==> config.mk <==
export PLATFORM = sky130hd
export DESIGN_NAME = mcb_port_arbiter
export DESIGN_NICKNAME = d
export VERILOG_FILES = /design/src/rtl/mcb_port_arbiter.sv
export SDC_FILE = /design/constraint.sdc
export NUM_CORES = 1
export LEC_CHECK = 0
export ABC_AREA = 1
export CORE_UTILIZATION = 37
export CTS_CLUSTER_DIAMETER = 150
export CTS_CLUSTER_SIZE = 12
export DETAILED_ROUTE_END_ITERATION = 10
export PLACE_DENSITY = 0.71
export SETUP_SLACK_MARGIN = 0.4
export SYNTH_ARGS = -nofsm -noshare
export SYNTH_HDL_FRONTEND = slang
export SYNTH_SLANG_ARGS = --single-unit
export TNS_END_PERCENT = 100
==> constraint.sdc <==
create_clock -name clk -period 2.4 [get_ports clk]
set_input_delay 0.36 -clock clk [delete_from_list [all_inputs] [get_ports clk]]
set_output_delay 0.36 -clock clk [all_outputs]
set_load 0.02 [all_outputs]
==> src/rtl/mcb_port_arbiter.sv <==
// Shares MCB port p0 among video fetch, cache writeback and cache refill. Grant lands 2 cycles after a request.
// Read bursts stall word-by-word on p0_rd_empty; writeback waits for p0_wr_empty before it is granted and before returning to IDLE.
module mcb_port_arbiter #(
   parameter int          VID_BL     = 64,
   parameter int          VID_BURSTS = 2,
   parameter logic [29:0] VID_STRIDE = 30'h400,
   parameter int          LINE_BL    = 16,
   parameter int          STARVE_MAX = 4
) (
   input  logic         clk,
   input  logic         rst,
   input  logic         calib_done,
   input  logic         vid_req,
   input  logic [19:0]  vid_raddr,
   input  logic         wr_req,
   input  logic [15:0]  waddr,
   input  logic         rd_req,
   input  logic [15:0]  raddr,
   output logic         vid_busy,
   output logic         wr_busy,
   output logic         rd_busy,
   output logic         vid_we,
   output logic [6:0]   vid_addr,
   output logic         cache_en,
   output logic         cache_we,
   output logic [3:0]   cache_addr,
   output logic [127:0] buf_wdata,
   output logic         p0_cmd_en,
   output logic [2:0]   p0_cmd_instr,
   output logic [29:0]  p0_cmd_byte_addr,
   output logic [5:0]   p0_cmd_bl,
   output logic         p0_wr_en,
   output logic         p0_rd_en,
   input  logic [127:0] p0_rd_data,
   input  logic         p0_rd_empty,
   input  logic         p0_wr_empty
);

   localparam logic [6:0] VID_LAST    = 7'(VID_BL - 1);
   localparam logic [6:0] LINE_LAST   = 7'(LINE_BL - 1);
   localparam logic [3:0] CADDR_LAST  = 4'(LINE_BL - 1);
   localparam logic [1:0] BURST_LAST  = 2'(VID_BURSTS - 1);
   localparam logic [2:0] STARVE_TOP  = 3'(STARVE_MAX);
   localparam logic [5:0] VID_CMD_BL  = 6'(VID_BL - 1);
   localparam logic [5:0] LINE_CMD_BL = 6'(LINE_BL - 1);

   typedef enum logic [3:0] {
      IDLE, VCMD, VWAIT, VXFER, WFILL, WCMD, WDRAIN, RCMD, RWAIT, RXFER, DONE
   } state_t;

   state_t      state, state_nxt;
   logic        calib_s, vid_s, wr_s, rd_s;
   logic [2:0]  starve;
   logic [6:0]  cnt;
   logic [1:0]  burst;
   logic        cache_wr;
   logic        xfer;
   logic        grant_vid, grant_wr, grant_rd;
   logic        burst_end;
   logic        wr_ok, cache_first;

   assign p0_rd_en     = (state == VXFER) || (state == RXFER);
   assign xfer         = p0_rd_en && !p0_rd_empty;
   assign p0_cmd_en    = (state == VCMD) || (state == WCMD) || (state == RCMD);
   assign p0_cmd_instr = ((state == VCMD) || (state == RCMD)) ? 3'b001 : 3'b000;
   assign p0_cmd_bl    = (state == VCMD) ? VID_CMD_BL :
                         ((state == WCMD) || (state == RCMD)) ? LINE_CMD_BL : 6'd0;
   assign vid_busy     = (state == VCMD) || (state == VWAIT) || (state == VXFER);
   assign wr_busy      = (state == WFILL);
   assign rd_busy      = (state == RCMD) || (state == RWAIT) || (state == RXFER);
   assign cache_en     = (state == WFILL) || cache_wr;
   assign cache_we     = cache_wr;

   always_comb begin
      state_nxt   = state;
      grant_vid   = 1'b0;
      grant_wr    = 1'b0;
      grant_rd    = 1'b0;
      burst_end   = 1'b0;
      wr_ok       = wr_s && p0_wr_empty;
      cache_first = (starve == STARVE_TOP) && (wr_ok || rd_s);
      case (state)
         IDLE: begin
            if (calib_s) begin
               if (vid_s && !cache_first) begin
                  grant_vid = 1'b1;
                  state_nxt = VCMD;
               end else if (wr_ok) begin
                  grant_wr  = 1'b1;
                  state_nxt = WFILL;
               end else if (rd_s) begin
                  grant_rd  = 1'b1;
                  state_nxt = RCMD;
               end
            end
         end
         VCMD:   state_nxt = VWAIT;
         VWAIT:  if (!p0_rd_empty) state_nxt = VXFER;
         VXFER: begin
            if (xfer && (cnt == VID_LAST)) begin
               burst_end = 1'b1;
               state_nxt = (burst == BURST_LAST) ? DONE : VCMD;
            end
         end
         WFILL:  if (cache_addr == CADDR_LAST) state_nxt = WCMD;
         WCMD:   state_nxt = WDRAIN;
         WDRAIN: if (p0_wr_empty) state_nxt = IDLE;
         RCMD:   state_nxt = RWAIT;
         RWAIT:  if (!p0_rd_empty) state_nxt = RXFER;
         RXFER:  if (xfer && (cnt == LINE_LAST)) state_nxt = DONE;
         DONE:   state_nxt = IDLE;
         default: state_nxt = IDLE;
      endcase
   end

   always_ff @(posedge clk or negedge rst) begin
      if (!rst) state <= IDLE;
      else      state <= state_nxt;
   end

   always_ff @(posedge clk or negedge rst) begin
      if (!rst) begin
         calib_s <= 1'b0;
         vid_s   <= 1'b0;
         wr_s    <= 1'b0;
         rd_s    <= 1'b0;
      end else begin
         calib_s <= calib_done;
         vid_s   <= vid_req;
         wr_s    <= wr_req;
         rd_s    <= rd_req;
      end
   end

   // Video may win at most STARVE_MAX times in a row over a waiting cache request.
   always_ff @(posedge clk or negedge rst) begin
      if (!rst)                              starve <= 3'd0;
      else if (!(wr_s || rd_s))              starve <= 3'd0;
      else if (grant_wr || grant_rd)         starve <= 3'd0;
      else if (grant_vid && (starve != STARVE_TOP)) starve <= starve + 3'd1;
   end

   always_ff @(posedge clk or negedge rst) begin
      if (!rst) begin
         p0_cmd_byte_addr <= 30'd0;
         cnt              <= 7'd0;
         burst            <= 2'd0;
      end else begin
         if (grant_vid)      p0_cmd_byte_addr <= {6'd0, vid_raddr, 4'd0};
         else if (grant_wr)  p0_cmd_byte_addr <= {6'd0, waddr, 8'd0};
         else if (grant_rd)  p0_cmd_byte_addr <= {6'd0, raddr, 8'd0};
         else if (burst_end && (burst != BURST_LAST))
            p0_cmd_byte_addr <= p0_cmd_byte_addr + VID_STRIDE;

         if (grant_vid || grant_wr || grant_rd) cnt <= 7'd0;
         else if (burst_end)                    cnt <= 7'd0;
         else if (xfer)                         cnt <= (state == RXFER && cnt == LINE_LAST) ? 7'd0 : cnt + 7'd1;

         if (grant_vid)      burst <= 2'd0;
         else if (burst_end) burst <= burst + 2'd1;
      end
   end

   // Buffer strobes trail the FIFO pop by one cycle so they line up with buf_wdata.
   always_ff @(posedge clk or negedge rst) begin
      if (!rst) begin
         buf_wdata  <= 128'd0;
         vid_we     <= 1'b0;
         cache_wr   <= 1'b0;
         vid_addr   <= 7'd0;
         cache_addr <= 4'd0;
         p0_wr_en   <= 1'b0;
      end else begin
         if (xfer) buf_wdata <= p0_rd_data;
         vid_we   <= xfer && (state == VXFER);
         cache_wr <= xfer && (state == RXFER);
         p0_wr_en <= (state == WFILL);

         if (grant_vid)   vid_addr <= 7'd0;
         else if (vid_we) vid_addr <= vid_addr + 7'd1;

         if (grant_wr || grant_rd) cache_addr <= 4'd0;
         else if (cache_en)        cache_addr <= cache_addr + 4'd1;
      end
   end

   a_cmd_pulse: assert property (@(posedge clk) disable iff (!rst) p0_cmd_en |=> !p0_cmd_en);
   a_one_buf:   assert property (@(posedge clk) disable iff (!rst) !(vid_we && cache_we));
   a_calib:     assert property (@(posedge clk) disable iff (!rst)
                                 (state == IDLE && !calib_s) |=> (state == IDLE));

endmodule

==> impl_results.md <==
* Net switching power figure at 6.48 mW
* Final Core Density at 0.578
* CTS tree: done
* Synth Area in Compound Gates at 0.0373
* Die footprint at 24,400 um2
* Sequential share of power at 0.335
* CP Launch Type: flip-flop
* GRT Overall Usage at 0.221
* Simple-Gate Fraction of Synth Area at 0.333
* Synth cell types at 41
* Register area share after synthesis at 0.535
* CP endpoint kind: output port
* Max Cap Viol at 0
* Final worst setup slack at 0.430 ns
* Top cell type by total area after synthesis: dfrtp_1
* GR Overflow Total at 0
* Worst Setup SP: state[3]
* HPWL Detailed at 19,400 um
* Yosys reg bits at 188
* Main synth FF type: dfrtp_1
* Logic pwr share at 0.479
* Synth area leaders: dfrtp_1 (54%), nand2_1 (24%), inv_1 (2.9%), nand3_1 (2.6%), nor2_1 (1.8%)
* Setup Crit Path Kind: reg2out
* Port bufs at 368
* Min Hold Slack at 0.363 ns
* Clock latency at the later pin of the worst-skew pair at 0.44 ns
* Mux share of post-synthesis cell area at 0.00114
* Sw Share at 0.403
* # IOs at 375
* Initial Utilization at 0.375
* Most common cell in the synthesized netlist: nand2_1
* 1st-pass router iterations at 6
* Dpl cells at 1,766
* Clock share of power at 0.186
* Largest net degree at the start of global routing at 67
* WP data required at 2.04 ns
* Register-to-register setup slack at 0.53 ns
* Adder-cell share of the synthesized area at 0.00997
* Crit path capture: p0_cmd_instr[0]
* Leakage at 6.71 nW
* CTS Buf Count at 17
* DR DRC count at 0
* Synth Area per Inst at 7.93 um2
* 1st-iter DRT viols at 388
* Worst-Margin Slew at 0.678 ns
* Layout area overhead at 54.0%
* CTS H-Tree Depth at 4
* Rel. slew slack at 0.548
* Die width at 156 um
* Final Setup Violations at 0
* Number of global-route vias before repair at 8,044
* Final nets at 1,671
* VDD IR-drop max at 0.639 mV
* Clock slew at reported path FFs at 0.07 ns
* Number of synthesized flops with an enable pin at 0
* # rows at 56
* Ys async rst share at 1.00
* Final wirelength at 26,600 um
* Initial antenna violation count at 1
* Layout cells sized above 1 at 0.0766
* Ys Warns at 0
* Critical hold path startpoint: wr_req
* Via Count at 8,273
* Finished Layout Cells at 1,809
* Crit path DAT at 1.61 ns
* Clock skew at 0.0161 ns
* Min Tclk post-route at 1.97 ns
* HP Class: in2reg
* Final-report hold violation count at 0
* Vias/cell at 4.57
* Routability congestion estimate at 0.893
* Number of nets still failing antenna checks after routing at 0
* Max clock buf depth at 2
* Sum Neg Setup Slack at 0 ns
* Reg2reg end: p0_cmd_byte_addr[14]
* RSZ-0062 raised after global routing: yes
* Outcome: completed
* XOR/XNOR Fraction of Synth Area at 0.0179
* Synth top cells by count: nand2_1 (572), dfrtp_1 (188), inv_1 (69)
* Die Y at 156 um
* Root Driver: clkbuf_16
* Core Box Area at 23,400 um2
* Total power at 16.1 mW
* Top-area cell type share of the netlist area at 0.535
* Drt wl/cell at 14.7 um
* F_max at 508 MHz
* Synthesized instance count at 1,108
* Crit-path max FO at 4
* Clock sink count at 188
* Final instance area at 13,500 um2
* Synth Cell Area at 8790 um2
* Worst slack, placed at 0.0908 ns
* Pwr dens at 1190 nW/um2
* Reg2Reg Depth at 13
* First-pass GRT wire length at 41,900 um
* Worst r2r src: starve[0]
* DP Area at 12,800 um2
* Internal cell power at 9.58 mW
* Final Max Tran Viols at 0
* Largest family of logic cells by synthesized area: simple AND/OR/NAND/NOR gates
* Tcrit/Tclk final at 0.821
## metal layers
layer,part of all wire,global-route usage
met1,0.40,0.267
met2,0.49,0.370
met4,0.019,0.0677
met5,0,0
met3,0.089,0.0778
## final cells by class
| class | count | area [um2] |
|---|---|---|
| Tap cell | 319 | 399 |
| Sequential cell | 188 | 4710 |
| Multi-Input combinational cell | 802 | 3580 |
| Timing Repair Buffer | 393 | 3940 |
| Fill cell | 2131 | 9870 |
| Inverter | 74 | 285 |
| Clock inverter | 13 | 173 |
| Antenna cell | 1 | 2.50 |
| Clock buffer | 19 | 453 |
## flip-flops by register name, indices dropped and copies added, names as in the netlist, 2 cells and up
| name | count |
|---|---|
| state | 4 |
| cache_addr | 4 |
| p0_cmd_byte_addr | 26 |
| cnt | 7 |
| starve | 3 |
| vid_addr | 7 |
| buf_wdata | 128 |
| burst | 2 |
## worst min-delay path by stage
stage,cells past startpoint,slack [ns],to
5_1_grt,1,0.34,wr_s
3_5_place_dp,1,0.38,vid_addr[5]
4_1_cts,1,0.34,wr_s
6_report,1,0.36,wr_s
3_3_place_gp,1,0.39,vid_addr[3]
2_1_floorplan,0,0.06,buf_wdata[0]
## critical path, stage by stage, from the launching register on
cell     delay, ns
dfrtp_2       0.44
inv_2         0.09
nand2_2       0.09
nor3_1        0.17
inv_1         0.12
o21ai_0       0.09
buf_2         0.19
## what timing repair did
| action | CTS | global route |
|---|---|---|
| endpoints found under the hold margin | 56 | 0 |
| resized for setup | 50 | 25 |
| setup buffers | 5 | 4 |
| hold buffers | 1 | 0 |
| pin swaps | 1 | 3 |
| setup endpoints to repair | 27 | 124 |
## layout by cell type (no fill, tap or decap), types with 7 or more instances in the layout
cell             synthesis  routed
nor2_1                  42      39
nand4_1                  8       8
a21oi_1                 27      27
xor2_1                  12      12
ha_1                     7       7
clkbuf_16                0      17
nand3_1                 46      44
nand2_1                572     569
inv_1                   69      67
dfrtp_1                188     185
or2_0                    8       8
or2_2                    8       8
buf_4                   12      22
clkdlybuf4s50_1          0     353
nor3_1                  10       9
o21ai_0                 14      14
## cell families after synthesis
kind of cell    Yosys count
flops                   188
simple gates            714
xor+xnor                 18
other cells               1
compound gates           56
buf+inv                 123
fa+ha+maj                 7
mux                       1
## power groups by stage
stage / clock network (mW) / logic, mW / registers [mW]
final: 2.99 / 7.69 / 5.38
after global routing: 3.19 / 8.39 / 5.54
after CTS: 3.07 / 7.71 / 5.36
after detailed placement: 0 / 7.72 / 5.37
after global placement: 0 / 7.63 / 5.35
after floorplan: 0 / 2.64 / 6.71
Note: power is estimated with default switching activity, not from simulation.
